### src/rtl/seq_divider.sv
// Multi-cycle restoring divider, one quotient bit per clock, with signed/unsigned
// operands, remainder, divide-by-zero and signed-overflow flags.
module seq_divider #(
    parameter int W = 8
) (
    input  logic         clk,
    input  logic         rst,
    input  logic         start,
    input  logic         sgn,
    input  logic [W-1:0] dividend,
    input  logic [W-1:0] divisor,
    output logic         busy,
    output logic         done,
    output logic [W-1:0] quotient,
    output logic [W-1:0] remainder,
    output logic         div0,
    output logic         ovf
);
    localparam int CW = $clog2(W + 1);
    localparam logic [CW-1:0] COUNT_INIT = CW'(W);
    localparam logic [CW-1:0] COUNT_ONE = CW'(1);
    localparam logic [W-1:0] MOST_NEG = {1'b1, {(W-1){1'b0}}};

    typedef enum logic [1:0] {IDLE, CALC, FIX} state_t;
    state_t state, state_nx;

    logic [CW-1:0] count;
    logic [W-1:0]  quo_sh;
    logic [W-1:0]  dvs_mag;
    logic [W-1:0]  raw_dvd;
    logic [W:0]    part;
    logic          qneg, rneg, zero_f, ovf_f;

    logic [W-1:0]  cap_dvd, cap_dvs;
    logic          cap_zero, cap_ovf;
    logic [W+1:0]  trial;
    logic          qbit;
    logic          load, step, finish;
    logic [W-1:0]  res_q, res_r;

    always_ff @(posedge clk or negedge rst) begin
        if (!rst) state <= IDLE;
        else      state <= state_nx;
    end

    always_comb begin
        state_nx = state;
        case (state)
            IDLE:    if (start) state_nx = CALC;
            CALC:    if (count == COUNT_ONE) state_nx = FIX;
            FIX:     state_nx = IDLE;
            default: state_nx = IDLE;
        endcase
    end

    // Magnitudes are unsigned W-bit values, so the most negative operand still fits.
    always_comb begin
        cap_dvd  = (sgn && dividend[W-1]) ? -dividend : dividend;
        cap_dvs  = (sgn && divisor[W-1])  ? -divisor  : divisor;
        cap_zero = (divisor == '0);
        cap_ovf  = sgn && (dividend == MOST_NEG) && (divisor == '1);
    end

    // The partial remainder's top bit stays 0, so trial[W+1] is the borrow.
    always_comb begin
        trial = {part, quo_sh[W-1]} - {2'b00, dvs_mag};
        qbit  = ~trial[W+1];
    end

    always_comb begin
        load   = (state == IDLE) && start;
        step   = (state == CALC);
        finish = (state == FIX);
        if (zero_f) begin
            res_q = '1;
            res_r = raw_dvd;
        end else if (ovf_f) begin
            res_q = MOST_NEG;
            res_r = '0;
        end else begin
            res_q = qneg ? -quo_sh : quo_sh;
            res_r = rneg ? -part[W-1:0] : part[W-1:0];
        end
    end

    always_ff @(posedge clk or negedge rst) begin
        if (!rst) begin
            count     <= '0;
            quo_sh    <= '0;
            dvs_mag   <= '0;
            raw_dvd   <= '0;
            part      <= '0;
            qneg      <= 1'b0;
            rneg      <= 1'b0;
            zero_f    <= 1'b0;
            ovf_f     <= 1'b0;
            busy      <= 1'b0;
            done      <= 1'b0;
            quotient  <= '0;
            remainder <= '0;
            div0      <= 1'b0;
            ovf       <= 1'b0;
        end else begin
            done <= finish;
            if (load) begin
                quo_sh  <= cap_dvd;
                dvs_mag <= cap_dvs;
                raw_dvd <= dividend;
                part    <= '0;
                qneg    <= sgn & (dividend[W-1] ^ divisor[W-1]);
                rneg    <= sgn & dividend[W-1];
                zero_f  <= cap_zero;
                ovf_f   <= cap_ovf;
                count   <= COUNT_INIT;
                busy    <= 1'b1;
            end else if (step) begin
                part   <= qbit ? trial[W:0] : {part[W-1:0], quo_sh[W-1]};
                quo_sh <= {quo_sh[W-2:0], qbit};
                count  <= count - COUNT_ONE;
            end else if (finish) begin
                quotient  <= res_q;
                remainder <= res_r;
                div0      <= zero_f;
                ovf       <= ovf_f;
                busy      <= 1'b0;
            end
        end
    end
endmodule

### config.mk
export PLATFORM = sky130hd
export DESIGN_NAME = seq_divider
export DESIGN_NICKNAME = d
export VERILOG_FILES = /design/src/rtl/seq_divider.sv
export SDC_FILE = /design/constraint.sdc
export NUM_CORES = 1
export LEC_CHECK = 0
export CORE_MARGIN = 8
export CORE_UTILIZATION = 50
export DETAILED_ROUTE_END_ITERATION = 12
export PLACE_DENSITY = 0.86
export REMOVE_ABC_BUFFERS = 1
export SKIP_LAST_GASP = 1
export SYNTH_ARGS = -nofsm -noshare
export SYNTH_HDL_FRONTEND = slang
export SYNTH_SLANG_ARGS = --single-unit
### constraint.sdc
create_clock -name clk -period 2.3 [get_ports clk]
set_input_delay 0.69 -clock clk [delete_from_list [all_inputs] [get_ports clk]]
set_output_delay 0.69 -clock clk [all_outputs]
set_load 0.01 [all_outputs]
==> Word level (Yosys, flattened, before mapping) <==
Cells that the tools add are included.
{ "op_classes": {"n_addsub": 6, "mul": 0, "n_div": 0, "order_cmp": 0, "eq_ne": 8, "shifts": 0, "mux": 21, "n_bitwise": 6, "n_reduce_logical": 12} }
{ "ops": {"columns": ["op", "count"], "rows": [
  ["$mux 8", 10],
  ["$neg 8->8", 4],
  ["$mux 9", 3],
  ["$eq 8x8->1 const B", 2],
  ["$sub 10x8->10", 1],
  ["$logic_not 8->1", 1],
  ["$mux 4", 2],
  ["$logic_and 1x1->1", 5],
  ["$eq 4x1->1 const B", 1],
  ["$mux 2", 2],
  ["$ne 2x2->1 const B", 2],
  ["$pmux 2 s2", 1],
  ["$reduce_and 2->1", 2],
  ["$reduce_bool 2->1", 2],
  ["$sub 4x1->4 const B", 1],
  ["$mux 1", 3],
  ["$not 1->1", 3],
  ["$reduce_and 3->1", 1],
  ["$and 1x1->1", 2],
  ["$eq 2x1->1 const B", 1],
  ["$eq 2x2->1 const B", 1],
  ["$logic_not 2->1", 1],
  ["$ne 2x1->1 const B", 1],
  ["$xor 1x1->1", 1]
]} }
{ "totals": {"reg_bits": 63, "latchBits": 0, "mem_bits_rw": 0, "romBits": 0, "inputBits": 20, "output_inout_bits": 20, "word_cells": 69, "mem_count": 0} }

==> Logic depth before layout (Yosys ltp) <==
{ "logic_depth": {"word_depth": 4, "depth_mapped": 9, "depth_no_buf": 9} }

==> Worst setup path before layout <==
Ideal clock, no wire load.
{ "synth_path": {"path_type": "register to register", "startpoint": "register quo_sh[7]", "endpoint": "register part[8]", "setup_ns": 0.132, "t_arrival_ns": 2.178, "setup_slack_ns": -0.010, "stages_incl_launch_ff": 10, "cell_sequence": "dfrtp_1 -> inv_1 -> ha_1 -> inv_1 -> fa_1 -> a211oi_1 -> nor2_1 -> a221oi_1 -> o21ai_0 -> or3b_1"} }
{ "synth_via": {"elab_chain_len": 4} }
{ "synth_rtl": {"columns": ["item", "line", "rtl"], "rows": [
  ["start, declared", "28", "logic [W-1:0] quo_sh;"],
  ["start signal, assigned", "106", "quo_sh <= cap_dvd;"],
  ["start signal, assigned", "118", "quo_sh <= {quo_sh[W-2:0], qbit};"],
  ["$sub 10x8->10", "66", "trial = {part, quo_sh[W-1]} - {2'b00, dvs_mag};"],
  ["$mux 9", "117", "part <= qbit ? trial[W:0] : {part[W-1:0], quo_sh[W-1]};"],
  ["$mux 9", "116", "end else if (step) begin"],
  ["$mux 9", "105", "if (load) begin"],
  ["end signal, assigned", "117", null],
  ["end, declared", "31", "logic [W:0] part;"]
]} }
No other way between the ends. The select of a mux whose other input is x is not followed.
A chain may end at the register's enable or synchronous reset.

==> Final worst setup path <==
Same ends and word-level chain as after synthesis.

==> summary.txt <==
Worst setup path
  – R2r startpoint: quo_sh[7]
  – Worst path max stage delay: 410 ps
  – Startpoint types: flop
  – Crit path from: quo_sh[7]
  – Arrival time at the worst endpoint: 2510 ps
  – CP max stage cell: dfrtp_1
  – CP Data Required Time: 2520 ps
  – Crit. End Element: flop
  – WP buf/inv: 2
  – CP delay by family, top: compound AO/OA/AOI/OAI gates
  – Crit path cell chain: inv_2, ha_4, inv_2, fa_2, a211oi_2, nor2_2, a221oi_2, o21ai_1, or3b_1
  – Crit-path max FO: 2
  – CP Class: flop to flop
  – CP dominant cell by count: inv_2

Detailed routing
  – Routed WL: 9510 um
  – WL/cell: 16.0 um
  – Post-DRT Antenna Nets: 0
  – Iter 0 DRT Violations: 227
  – DRC violations left: 0
  – 1st-pass router iterations: 5
  – Vias: 3394
  – DR vias/cell: 5.72

Die
  – Ports: 40
  – Die area: 10300 sq um
  – Core ar.: 7180 sq um
  – Chip height: 102 um
  – Initial Util: 51.2%
  – Std-Cell Rows: 31
  – Die W: 102 um

Layout
  – Post-route insts no fill: 593
  – Total Nets Final: 525
  – Area growth from synthesis to layout: 27.9%
  – Fillers: 573
  – Layout cells sized above 1: 15.0%
  – # diodes: 0
  – Final non-filler cell area: 4700 sq um
  – Area of the multi-input gates: 1990 sq um
  – Flip-flop and latch area: 1580 sq um
  – Util after Layout: 65.5%

Power
  – Pwr dens: 1540 nW/um^2
  – Leak: 2.06 nW
  – Max VDD drop: 892 uV
  – Overall power: 7.26 mW

Synthesis
  – Sequential share of the synthesized area: 42.9%
  – Post-synth top area share: 42.9%
  – FF+latch count, synth: 63
  – Ys flop type: dfrtp_1
  – EDFF count, synth: 0
  – Top cells by area, synth: dfrtp_1, nand2_1, o21ai_0, ha_1, nor2_1
  – Post-Synthesis Cells: 424
  – Total number of yosys warnings: 0
  – Largest area contributor in the netlist: dfrtp_1
  – Post-synthesis cell area: 3670 sq um
  – Commonest cells in the netlist: nand2_1, dfrtp_1, o21ai_0, nor2_1, inv_1
  – Async SR Flop Fraction: 100%
  – Mean Syn Cell Area: 8.66 sq um
  – Most common cell in the synthesized netlist: nand2_1
  – Unique masters post-synth: 57

Timing
  – Final worst-path cycle share: 99.8%
  – Max Fclk: 436 MHz
  – Pins Over Slew Limit: 0
  – Fin Clk Skew: 6.64 ps
  – Min Tclk post-route: 2300 ps
  – Setup TNS: 0 ps
  – Final hold viol count: 0
  – Count of final setup violators: 0
  – Slew margin rel.: 56.1%
  – RSZ-0062 raised after global routing: true
  – Worst-margin pin slew: 658 ps

GRT
  – Grt ovf: 0
  – First-pass GRT wire length: 15700 um
  – Vias in the first global route: 3312
  – GRT Total Usage: 19.2%
  – Largest net degree at the start of global routing: 64
  – Initial antenna violation count: 0

Worst hold path
  – Hold Crit Class: primary input to async pin

Clocking
  – CTS buffer count: 9
  – TritonCTS clock tree: built
  – TritonCTS Sinks: 63
  – Root Buffer: clkbuf_8
  – # hold bufs at CTS: 0
  – Clk slew on worst S/H paths: 70 ps
  – CTS Buffer Depth: 2
  – H-tree depth: 3
  – Worst-skew pair later-pin latency: 340 ps

Run status
  – Outcome: complete, no violations

Run
  – Max cap viols: 0

Placed design
  – DP Wirelength: 7090 um
  – Placed Instances: 575
  – Area post-placement: 4370 sq um
  – Number of port buffers: 39
  – Final Wtd Congestion: 0.925
-- path summary, 6_finish.rpt --
path / cells after the start / endpoint / slack (ps)
min in group clk: 2 / raw_dvd[4] / 480
max reg2reg: 9 / part[8] / 4
min: 2 / remainder[6] / 340
max: 9 / part[8] / 4
min reg2reg: 2 / raw_dvd[4] / 480
max in group asynchronous: 2 / count[1] / 1680
-- worst reg2reg max path: stages, from the launching register on --
cell and delay (ps):
dfrtp_1 410, inv_2 80, ha_4 140, inv_2 40, fa_2 390, a211oi_2 310
nor2_2 80, a221oi_2 280, o21ai_1 90, or3b_1 350
-- cell usage in the layout (no fill, tap or decap), drive strengths merged, types with 3 or more instances in the layout --
cell type	Yosys	final
inv	23	24
nand2b	6	6
a221oi	6	6
o311ai	7	7
o21bai	3	3
o211ai	5	5
a211oi	3	3
bufinv	0	3
o21ai	45	45
nor4	3	3
o21a	4	4
o31ai	3	3
nor3	7	7
buf	5	38
a31oi	3	3
and3	3	3
nor2b	3	3
nand3	9	9
o22a	3	3
nor2	38	38
xor2	10	10
clkbuf	17	9
xnor2	14	14
clkdlybuf4s50	0	38
or3b	3	3
a21oi	13	13
or2	3	3
dfrtp	63	63
ha	15	15
a311o	3	3
and2	3	3
a21o	3	3
or3	6	6
nand2	69	69
-- final cells by class --
| cell class | count | share of cell area, % |
|---|---|---|
| multi-input cells | 316 | 42.4 |
| clock inverters | 7 | 2.53 |
| repair buffers | 76 | 14.4 |
| inverters | 23 | 1.84 |
| clock buffers | 9 | 2.64 |
| well taps | 99 | 2.64 |
| flip-flops and latches | 63 | 33.6 |
-- timing repair --
item	in CTS	in global routing
resized for setup	3	16
setup buffers	0	2
endpoints found under the setup margin	3	5
pin swaps	0	8
-- registers in the layout, summed over array words and instances, names as in the netlist, 2 cells and up --
name,count
quo_sh,8
dvs_mag,8
remainder,8
part,9
state,2
count,4
raw_dvd,8
quotient,8
-- stage by stage --
step / setup slack [ps] / hold slack, ps
2_1_floorplan: -109 / 394
3_3_place_gp: -217 / 458
3_5_place_dp: -278 / 467
4_1_cts: 2.46 / 353
5_1_grt: -61.3 / 358
6_report: 4.18 / 341
-- metal layers --
metal  share of wire (%)  global-route usage, %  routed length, um  vias to the layer above
met5                   0                      0                  0                        -
met3                 7.1                   4.47                674                       18
li1                    -                      -                  -                     1625
met2                  48                   32.5               4550                      130
met4                 2.4                   6.53                231                        0
met1                  43                   23.3               4050                     1621
-- power breakdown --
| group | switching [mW] | internal (mW) | leakage, nW |
|---|---|---|---|
| logic | 2.05 | 1.99 | 1.16 |
| registers | 0.420 | 1.62 | 0.788 |
| clock network | 0.446 | 0.721 | 0.116 |
| total | 2.92 | 4.34 | 2.06 |
-- cells by family after synthesis --
| group | synth area share, % |
|---|---|
| mux | 0.545 |
| fa+ha+maj | 5.66 |
| buf+inv | 4.70 |
| compound gates | 20.5 |
| simple gates | 19.9 |
| xor+xnor | 5.72 |
| flops | 42.9 |
Power figures use the tool's default switching activity.
